$ cat config.mk
export PLATFORM = sky130hd
export DESIGN_NAME = fetch_pc_unit
export DESIGN_NICKNAME = d
export VERILOG_FILES = /design/src/rtl/fetch_pkg.sv /design/src/rtl/branch_target_adder.sv /design/src/rtl/fetch_pc_unit.sv
export SDC_FILE = /design/constraint.sdc
export NUM_CORES = 1
export LEC_CHECK = 0
export BUFFER_PORTS_ARGS = -buffer_cell sky130_fd_sc_hd__buf_2
export CORE_MARGIN = 5
export CORE_UTILIZATION = 54
export CTS_CLUSTER_DIAMETER = 200
export DETAILED_ROUTE_END_ITERATION = 7
export PLACE_DENSITY = 0.95
export SETUP_SLACK_MARGIN = 0.4
export SLEW_MARGIN = 30
export SYNTH_ARGS = -nofsm -noshare
export SYNTH_HDL_FRONTEND = slang
export SYNTH_HIERARCHICAL = 1
export SYNTH_SLANG_ARGS = --single-unit
$ cat constraint.sdc
create_clock -name clk -period 4.9 [get_ports clk]
set_input_delay 0.98 -clock clk [delete_from_list [all_inputs] [get_ports clk]]
set_output_delay 0.98 -clock clk [all_outputs]
set_load 0.01 [all_outputs]
$ cat src/rtl/fetch_pkg.sv
// fetch_pkg: shared constants and state encoding for the fetch/PC unit
package fetch_pkg;
  localparam int XLEN = 32;
  localparam int INSTR_BYTES = 4;
  typedef logic [XLEN-1:0] word_t;
  localparam logic [0:0] FETCH = 1'b0;
  localparam logic [0:0] EXEC = 1'b1;
  localparam word_t RESET_PC_DEF = 32'h0000_0000;
  localparam word_t TRAP_VEC_DEF = 32'h0000_0100;
endpackage

$ cat src/rtl/branch_target_adder.sv
// branch_target_adder: combinational next-PC arithmetic (pc+4 or base+offset with bit0 cleared)
//   in : pc_i, base_i, offset_i, taken_i
//   out: next_pc_o (bit0 cleared when taken), misaligned_o (taken and target bit1 set)
module branch_target_adder
  import fetch_pkg::*;
(
  input  logic [XLEN-1:0] pc_i,
  input  logic [XLEN-1:0] base_i,
  input  logic [XLEN-1:0] offset_i,
  input  logic            taken_i,
  output logic [XLEN-1:0] next_pc_o,
  output logic            misaligned_o
);
  word_t sum, target;
  always_comb begin
    sum = base_i + offset_i;
    target = {sum[XLEN-1:1], 1'b0};
    next_pc_o = taken_i ? target : pc_i + XLEN'(INSTR_BYTES);
    misaligned_o = taken_i & target[1];
  end
endmodule

$ cat src/rtl/fetch_pc_unit.sv
// fetch_pc_unit: program counter owner with a two-state fetch/execute sequencer
//   imem_req/imem_addr/imem_ready/imem_data : instruction memory handshake
//   instr/instr_addr/instr_valid            : latched instruction for decode (valid in EXEC)
//   commit/branch_taken/branch_base/offset  : retire and next-PC selection
//   trap                                    : one-cycle misaligned-target pulse
//   FETCH_MISALIGN_TRAP_EN : redirect misaligned taken targets to TRAP_VEC and pulse trap;
//                            otherwise the target is silently realigned and trap is tied 0
module fetch_pc_unit
  import fetch_pkg::*;
#(
  parameter logic [XLEN-1:0] RESET_PC = RESET_PC_DEF
`ifdef FETCH_MISALIGN_TRAP_EN
  , parameter logic [XLEN-1:0] TRAP_VEC = TRAP_VEC_DEF
`endif
) (
  input  logic            clk,
  input  logic            reset,
  output logic            imem_req,
  output logic [XLEN-1:0] imem_addr,
  input  logic            imem_ready,
  input  logic [XLEN-1:0] imem_data,
  output logic [XLEN-1:0] instr,
  output logic [XLEN-1:0] instr_addr,
  output logic            instr_valid,
  input  logic            commit,
  input  logic            branch_taken,
  input  logic [XLEN-1:0] branch_base,
  input  logic [XLEN-1:0] branch_offset,
  output logic            trap
);
  logic [0:0] state_q, state_d;
  word_t pc_q, pc_d, instr_q, instr_d, next_pc, redirect_pc;
  logic misaligned, retire, fetch_done;
  branch_target_adder u_bta (
    .pc_i        (pc_q),
    .base_i      (branch_base),
    .offset_i    (branch_offset),
    .taken_i     (branch_taken),
    .next_pc_o   (next_pc),
    .misaligned_o(misaligned)
  );
  assign fetch_done = state_q == FETCH && imem_ready;
  assign retire = state_q == EXEC && commit;
`ifdef FETCH_MISALIGN_TRAP_EN
  logic trap_q, trap_d;
  assign redirect_pc = misaligned ? TRAP_VEC : next_pc;
  assign trap_d = retire & misaligned;
  always_ff @(posedge clk) trap_q <= reset ? 1'b0 : trap_d;
  assign trap = trap_q;
`else
  assign redirect_pc = misaligned ? {next_pc[XLEN-1:2], 2'b00} : next_pc;
  assign trap = 1'b0;
`endif
  assign state_d = fetch_done ? EXEC : retire ? FETCH : state_q;
  assign instr_d = fetch_done ? imem_data : instr_q;
  assign pc_d = retire ? redirect_pc : pc_q;
  always_ff @(posedge clk) begin
    if (reset) begin
      state_q <= FETCH;
      pc_q <= RESET_PC;
      instr_q <= '0;
    end else begin
      state_q <= state_d;
      pc_q <= pc_d;
      instr_q <= instr_d;
    end
  end
  // reset gates the handshake combinationally so an in-flight request drops in the reset cycle
  assign imem_req = ~reset & (state_q == FETCH);
  assign instr_valid = ~reset & (state_q == EXEC);
  assign imem_addr = pc_q;
  assign instr_addr = pc_q;
  assign instr = instr_q;
endmodule

Word-level counts from Yosys, hierarchy flattened

Cells that the tools add are included.

Register bits: 65
Word-level logic and storage cells: 17

Add/sub/neg operators: 2
Muxes and demuxes: 4
Bitwise logic cells: 5
Reduce and logical (&&, ||, !) cells: 3

Operators by type and width:

| cell                  | number |
|---|---|
| $add 32x3->32 const B | 1 |
| $add 32x32->32        | 1 |
| $mux 32               | 1 |
| $and 1x1->1           | 3 |
| $logic_and 1x1->1     | 2 |
| $mux 1                | 2 |
| $mux 2                | 1 |
| $not 1->1             | 2 |
| $reduce_bool 2->1     | 1 |

Depth between registers and ports, before layout

Gate-level depths: netlist (run 1).

Depth after elaboration: 3
Depth in mapped cells: 12
Depth with buffers taken out: 12

By module

Netlist (run 1), hierarchy kept.

By module, submodules not included:

| module              | times used | cells an instance | area each (um2) | seq. area each (um2) |
|---|---|---|---|---|
| fetch_pc_unit       | 1          | 321               | 2,620.0         | 1,301.2 |
| branch_target_adder | 1          | 400               | 2,602.5         | 0.0 |

Least setup slack after synthesis (run 1)

OpenSTA, ideal clock, no wires.

Kind: in2reg
Start point: input port branch_base[1]
End point: register pc_q[24], in the netlist imem_addr[24]
Library setup time: 0.070 ns
Data arrival time: 3.060 ns
Data required time: 4.830 ns
Slack: 1.771 ns
Cell stages on the path: 12
Buffers on the path: 0
Cells stage by stage: inv_1 fa_1 nor2b_1 o21a_1 o211ai_1 a211oi_2 o31ai_2 o211a_1 or3_1 a31oi_1 nand2_1 a21oi_1

Cells in the longest elaborated chain, start to end: 2

Ends and longest elaborated chain:

| item                   | RTL line                  | source |
|---|---|---|
| start: declaration     | fetch_pc_unit.sv:27       | `input logic [XLEN-1:0] branch_base,` |
| $add 32x32->32         | branch_target_adder.sv:16 | `sum = base_i + offset_i;` |
| $mux 32                | branch_target_adder.sv:18 | `next_pc_o = taken_i ? target : pc_i + XLEN'(INSTR_BYTES);` |
| via next_pc[24]        | fetch_pc_unit.sv:32       | `word_t pc_q, pc_d, instr_q, instr_d, next_pc, redirect_pc;` |
| end signal: assignment | fetch_pc_unit.sv:64       | `pc_q <= pc_d;` |
| end: declaration       | fetch_pc_unit.sv:32       |  |

The timed path passes the listed nets, and every way through them passes these cells.
A chain may end at the register's enable or synchronous reset.

Worst setup path in the final report (run 1)

Same ends and word-level chain as after synthesis.

==> results.md, run 1 <==
- Status: finished clean
- CP startpoint kind: input port
- Largest net degree at the start of global routing: 59
- Share of layout cells above drive strength 1: 28.5%
- Fmax: 311 MHz
- Yosys reg bits: 65
- Main combinational cell family by area after synthesis: simple AND/OR/NAND/NOR gates
- R2R cell count: 11
- Post-CTS Repair Setup Buffers: 0
- Post-DP Area: 0.00593 mm^2
- Worst Hold End: instr[31]
- Mux cell area share after synthesis: 0.791%
- Synth Area in Compound Gates: 23.2%
- IO Count: 200
- Drt drc: 0
- ANT nets after route: 0
- Post-synthesis adder-cell area fraction: 7.81%
- Reg2Reg Launch Point: imem_addr[2]
- Max H-tree Level: 3
- DRT Pass-1 Iters: 5
- Hold buffer count at cts: 0
- Chip Width: 108 um
- Die boundary height: 108 um
- CP required: 5.16 ns
- Maximum fanout along the worst path: 4
- Simple-Gate Fraction of Synth Area: 23.9%
- Vias in the first global route: 5229
- Worst path slowest cell: fa_1
- Max_cap viols: 0
- RSZ-0062 raised after global routing: false
- Layout Skew: 0.0100 ns
- Initial antenna violation count: 0
- Max IR drop VDD: 0.155 mV
- Post-Syn Area: 0.00522 mm^2
- Min-delay src: instr[31]
- Std cell rows: 35
- Core area: 0.00933 mm^2
- Syn_area_per_cell: 7.24 um^2
- Setup violations, final: 0
- Post-cts resize count: 0
- Cell chain of the critical path: buf_2 -> inv_1 -> fa_1 -> nor2b_1 -> o21a_1 -> o211ai_1 -> a211oi_2 -> o31ai_2 -> o211a_1 -> or3_1 -> a31oi_1 -> nand2_1 -> a21oi_1
- WP data arrival: 3.47 ns
- Worst-path clk slew: 0.08 ns
- Synth async-reset ratio: 0%
- CP Class: input port to flip-flop
- Sequential share of the synthesized area: 24.9%
- Worst setup EP type: flip-flop
- Synthesized instance count: 721
- CTS sink cnt: 65
- Hpwl dp: 11600 um
- Post-Route WL: 15300 um
- Ant diodes: 0
- CP peak stage delay: 0.45 ns
- Reg-to-reg slack, setup: 2.20 ns
- All-Layer GR Usage: 25.3%
- Initial DRC count: 386
- Setup_tns: 0 ns
- Crit path time final: 3.21 ns
- Final Hold Fails: 0
- Met3 Resource Use GR: 3.46%
- Final WS setup: 1.69 ns
- WL/cell: 15.3 um
- GRT Max-Usage Layer: met2
- Area added between synthesis and finish: 17.4%
- Port buffer count: 198
- Max clock buf depth: 2
- Initial core utilization: 56.0%
- Fill cells: 837
- CTS Buf Count: 9
- Gpl congestion: 0.978
- Root buf cell: clkbuf_8
- Number of flops mapped to enable cells by yosys: 0
- Relative slew slack: 46.6%
- Slew @ Worst Pin: 0.799 ns
- Hold depth: 2
- Clock latency on the worst-skew pair: 0.34 ns
- Pwr per Cell Area: 245 mW/mm^2
- Via count: 5531
- Top_reg_cell synth: dfxtp_1
- Pleak: 2.84 nW
- CTS tree: built
- Congestion Overflow GR: 0
- Slew Limit Fails: 0
- Worst Hold Class: flip-flop to flip-flop
- Design area: 0.00613 mm^2
- Avg Vias per Cell: 5.53
- Worst hold slack: 0.452 ns
- Period Utilization, post-route: 65.6%
- Pre-CTS WS: 1.43 ns
- Yosys cell types: 62
- First-pass GRT wire length: 24400 um
- Grt met1 use: 32.5%
- R2R Path End: imem_addr[26]
- Xor and xnor area share after synthesis: 8.39%
- Synth Warn #: 6
- Syn Nets: 854
- M2 GR Usage: 43.3%
- Die ar.: 0.0117 mm^2
- Nets@finish: 999
## critical path, delay by kind of cell
kind,cells,cell delay [ns]
compound gates,7,1.39
fa+ha+maj,1,0.45
buf+inv,2,0.14
simple gates,3,0.52
## cell type report
type / count / area [um^2] / area share, %
clock buffers: 10 / 138 / 2.24
flip-flops and latches: 65 / 1300 / 21.2
clock inverters: 6 / 67.6 / 1.10
well taps: 129 / 161 / 2.63
multi-input cells: 567 / 3360 / 54.8
inverters: 20 / 75.1 / 1.22
repair buffers: 203 / 1030 / 16.8
## state kept, by name (all words and copies together), names as in the netlist
signal / cells
state_q: 1
instr: 32
imem_addr: 32
## cell families after synthesis
logic type / after synthesis
AND/OR/NAND/NOR: 286
other: 1
AO/OA/AOI/OAI: 194
XOR/XNOR: 50
flip-flops: 65
multiplexers: 4
adder cells (fa/ha/maj): 32
buffers and inverters: 89
## where the power goes
part,internal (mW),switching (mW),leakage [nW],total (mW)
Clock,0.250,0.221,0.0985,0.470
Combinational,0.192,0.265,2.21,0.457
Sequential,0.553,0.0237,0.530,0.577
## cells in the final DEF (no fill, tap or decap), types with 4 or more instances in the layout
cell type    n
a21o_1      16
a21oi_1     92
a21oi_2     17
a31oi_1      4
and2_1       5
buf_2      198
buf_4        5
clkbuf_8    10
dfxtp_1     65
ha_1        31
inv_1       20
nand2_1    174
nand3_1     17
nand4_1     11
nor2_1      41
nor2b_1      4
nor3_1       6
nor4_1       7
o21ai_0     26
o21bai_1     4
o221ai_1     4
xnor2_1     37
xor2_1      13
## stage by stage
step,power [mW],utilization (%),cells
floorplan,0.917,-,721
global placement,1.03,63.5,984
detailed placement,1.04,63.5,984
CTS,1.51,65.7,1000
global route,1.59,65.7,1000
finish,1.50,65.7,1000
## worst max-delay path by stage
stage | slack [ns] | endpoint | startpoint | cells past startpoint
after floorplan | 1.77 | imem_addr[24] | branch_base[1] | 12
after global placement | 1.45 | imem_addr[24] | branch_base[1] | 13
after detailed placement | 1.43 | imem_addr[24] | branch_base[1] | 13
after CTS | 1.73 | imem_addr[24] | branch_base[1] | 13
after global routing | 1.47 | imem_addr[24] | branch_base[1] | 13
final | 1.69 | imem_addr[24] | branch_base[1] | 13
## metal layers
layer  vias up  share of wire [%]  wire, um
li1       2735                  -         -
met1      2526                 42      6370
met2       243                 49      7540
met3        27                7.5      1150
met4         0                1.8       273
met5         -                  0         0
## cells in the mapped netlist, types with 3 or more instances
cell      instances  share of area [%]
nand2_1         174                 13
a21oi_1          92                8.8
dfxtp_1          65                 25
nor2_1           41                2.9
xnor2_1          37                6.2
buf_4            36                5.2
ha_1             31                7.4
o21ai_0          26                2.5
inv_1            20                1.4
a21oi_2          17                2.9
nand3_1          17                1.6
a21o_1           16                2.3
xor2_1           13                2.2
clkbuf_1         12               0.86
nand4_1          11                1.3
buf_2             9               0.86
buf_6             9                1.9
nor4_1            7               0.84
nor3_1            6               0.58
and2_1            5               0.60
nor2b_1           5               0.60
a31oi_1           4               0.48
o21bai_1          4               0.58
o221ai_1          4               0.67
a211oi_1          3               0.43
mux2i_1           3               0.58
o211a_1           3               0.58
o211ai_1          3               0.43
o21a_1            3               0.43
or3_1             3               0.36
Power figures use the tool's default switching activity.
==> inputs of run 2 (changes only) <==
ABC_AREA = 1   (was unset)
CORE_UTILIZATION = 53   (was 54)
PLACE_DENSITY = 0.92   (was 0.95)
clock period = 3.3 ns   (was 4.9 ns; I/O delays follow)
==> run 2 against run 1 <==
Effect of this change: total power grew 80%; core utilization shrank 2.1 points; cell area grew 18%; largest power group is now clock.
==> results.md, run 2 <==
- Yosys reg bits: 65 (unchanged)
- CTS Buf Count: 9 (unchanged)
- Area added between synthesis and finish: 18.1%
- Clock latency on the worst-skew pair: 0.33 ns (about the same)
- Gpl congestion: 1.02 (+4.3%)
- All-Layer GR Usage: 26.0% (+0.76 points)
- Post-DP Area: 0.00694 mm^2 (+17%)
- Layout Skew: 0.00561 ns (-0.00441 ns)
- Syn Nets: 1235 (+45%)
- Initial antenna violation count: 0 (unchanged)
- Mux cell area share after synthesis: 0% (-0.79 points)
- Die boundary height: 118 um (+8.5%)
- Hpwl dp: 14500 um (+25%)
- Design area: 0.00724 mm^2 (+18%)
- Largest cells by area after synthesis: dfxtp_1 21%, nand2_1 20%, nor2_1 12%
- Worst path slowest cell: ha_1
- Worst hold slack: 0.474 ns (+0.0218 ns)
- Worst Hold Class: flip-flop to flip-flop
- Post-CTS Repair Setup Buffers: 0 (unchanged)
- Number of flops mapped to enable cells by yosys: 0 (unchanged)
- First-pass GRT wire length: 30700 um (+26%)
- Crit path time final: 2.38 ns
- CP required: 3.52 ns (-1.64 ns)
- CTS sink cnt: 65 (unchanged)
- Hold depth: 2 (unchanged)
- Pre-CTS WS: 0.665 ns (-0.762 ns)
- R2R cell count: 12 (+1)
- CP startpoint kind: input port
- Share of layout cells above drive strength 1: 19.1% (-9.4 points)
- CTS tree: built
- Fmax: 421 MHz
- Top_reg_cell synth: dfxtp_1
- Post-Syn Area: 0.00613 mm^2 (+17%)
- Slew Limit Fails: 0 (unchanged)
- WL/cell: 13.4 um (-13%)
- Cell chain of the critical path: buf_2 -> ha_1 -> a21oi_1 -> nand2_1 -> nand2_1 -> nand2_1 -> nand2_1 -> nand2_1 -> o21ai_0 -> o21ai_0 -> o21ai_1 -> nor2_1
- Max_cap viols: 0 (unchanged)
- Max H-tree Level: 3 (unchanged)
- Slew @ Worst Pin: 0.852 ns (+0.0524 ns)
- Ant diodes: 0 (unchanged)
- Most common cell after layout, fill and taps aside: nand2_1
- Synth top area share: 21.2% (-3.7 points)
- Root buf cell: clkbuf_16
- Synth Warn #: 6 (unchanged)
- Post-Route WL: 18700 um (+22%)
- Final Hold Fails: 0 (unchanged)
- Count leader, synth: nand2_1
- Avg Vias per Cell: 5.15 (-6.9%)
- Syn_area_per_cell: 5.56 um^2 (-23%)
- IO Count: 200 (unchanged)
- CP peak stage delay: 0.38 ns (-0.07 ns)
- Pleak: 4.27 nW (+50%)
- Via count: 7215 (+30%)
- Setup_tns: 0 ns (unchanged)
- Port buffer count: 198 (unchanged)
- Max clock buf depth: 2 (unchanged)
- ANT nets after route: 0 (unchanged)
- CP Class: input port to flip-flop
- Worst setup EP type: flip-flop
- Synth area leader: dfxtp_1
- Synth async-reset ratio: 0% (unchanged)
- Period Utilization, post-route: 72.0%
- Xor and xnor area share after synthesis: 2.86% (-5.5 points)
- Status: finished clean
- Sequential share of the synthesized area: 21.2% (-3.7 points)
- Final Util: 63.7% (-2.1 points)
- Post-synthesis adder-cell area fraction: 6.65% (-1.2 points)
- Final WS setup: 0.924 ns (-0.762 ns)
- Maximum fanout along the worst path: 7 (+3)
- Core area: 0.0114 mm^2 (+22%)
- Setup violations, final: 0 (unchanged)
- Pwr per Cell Area: 374 mW/mm^2 (+52%)
- Drt drc: 0 (unchanged)
- Largest net degree at the start of global routing: 66 (+12%)
- Synthesized instance count: 1102 (+53%)
- Post-cts resize count: 0 (unchanged)
- Max IR drop VDD: 0.330 mV (+110%)
- Congestion Overflow GR: 0 (unchanged)
- Worst setup path start: branch_base[2]
- Min-delay src: instr[27]
- Most frequent cells in the layout: 329 x nand2_1, 200 x nor2_1, 198 x buf_2
- Simple-Gate Fraction of Synth Area: 43.5% (+20 points)
- Top cell by count, worst path: nand2_1
- Vias in the first global route: 6655 (+27%)
- Main combinational cell family by area after synthesis: simple AND/OR/NAND/NOR gates
- Worst-path clk slew: 0.06 ns (-0.02 ns)
- Relative slew slack: 43.1% (-3.5 points)
- DRT Pass-1 Iters: 5 (unchanged)
- RSZ-0062 raised after global routing: false
- Reg2Reg Launch Point: imem_addr[2]
- Synth Area in Compound Gates: 8.84% (-14 points)
- Most frequent cells after synthesis: 329 x nand2_1, 200 x nor2_1, 166 x inv_1
- WP data arrival: 2.60 ns (-0.87 ns)
- Die ar.: 0.0138 mm^2 (+18%)
- Std cell rows: 39 (+11%)
- Hold buffer count at cts: 0 (unchanged)
- Yosys cell types: 34 (-45%)
- Nets@finish: 1386 (+39%)
- Chip Width: 118 um (+8.5%)
- Initial core utilization: 53.9% (-2.1 points)
- Initial DRC count: 560 (+45%)
## run 2: final timing paths
kind              endpoint  slack (ns)
max reg2reg  imem_addr[22]        1.23
min reg2reg      instr[27]        0.47
min              instr[27]        0.47
max          imem_addr[11]        0.92
## run 2: layout make-up
type,count,area [um^2]
Fill cell,1072,4130
Multi-Input combinational cell,805,3790
Sequential cell,65,1300
Clock buffer,9,225
Clock inverter,7,77.6
Inverter,170,639
Tap cell,143,179
Timing Repair Buffer,202,1020
## run 2: per-layer routing
| metal | vias up | GRT usage [%] | share of wire [%] |
|---|---|---|---|
| li1 | 3663 | - | - |
| met1 | 3146 | 32.0 | 41 |
| met2 | 353 | 44.8 | 48 |
| met3 | 53 | 4.81 | 8.1 |
| met4 | 0 | 10.3 | 3.3 |
| met5 | - | 0 | 0 |
## run 2: per-stage QoR
stage | power (mW) | std cells
after global placement | 1.73 | 1385
final | 2.71 | 1401
after global routing | 2.87 | 1401
after CTS | 2.71 | 1401
after floorplan | 1.50 | 1102
after detailed placement | 1.75 | 1385
## run 2: report_power, final
part	switching (mW)	leakage, nW	internal [mW]
registers	0.0666	0.536	0.844
logic	0.522	3.58	0.315
clock network	0.368	0.146	0.590
## run 2: cell families after synthesis
group / Yosys count
flops: 65
buf+inv: 232
simple gates: 648
other cells: 1
fa+ha+maj: 32
xor+xnor: 20
compound gates: 104
## run 2: worst max-delay path: cells and delay by family
family	cells	cell delay, ns
buffers and inverters	1	0.11
and+or+nand+nor	6	0.61
adders and majority gates	1	0.38
AOI/OAI and AO/OA	4	0.87
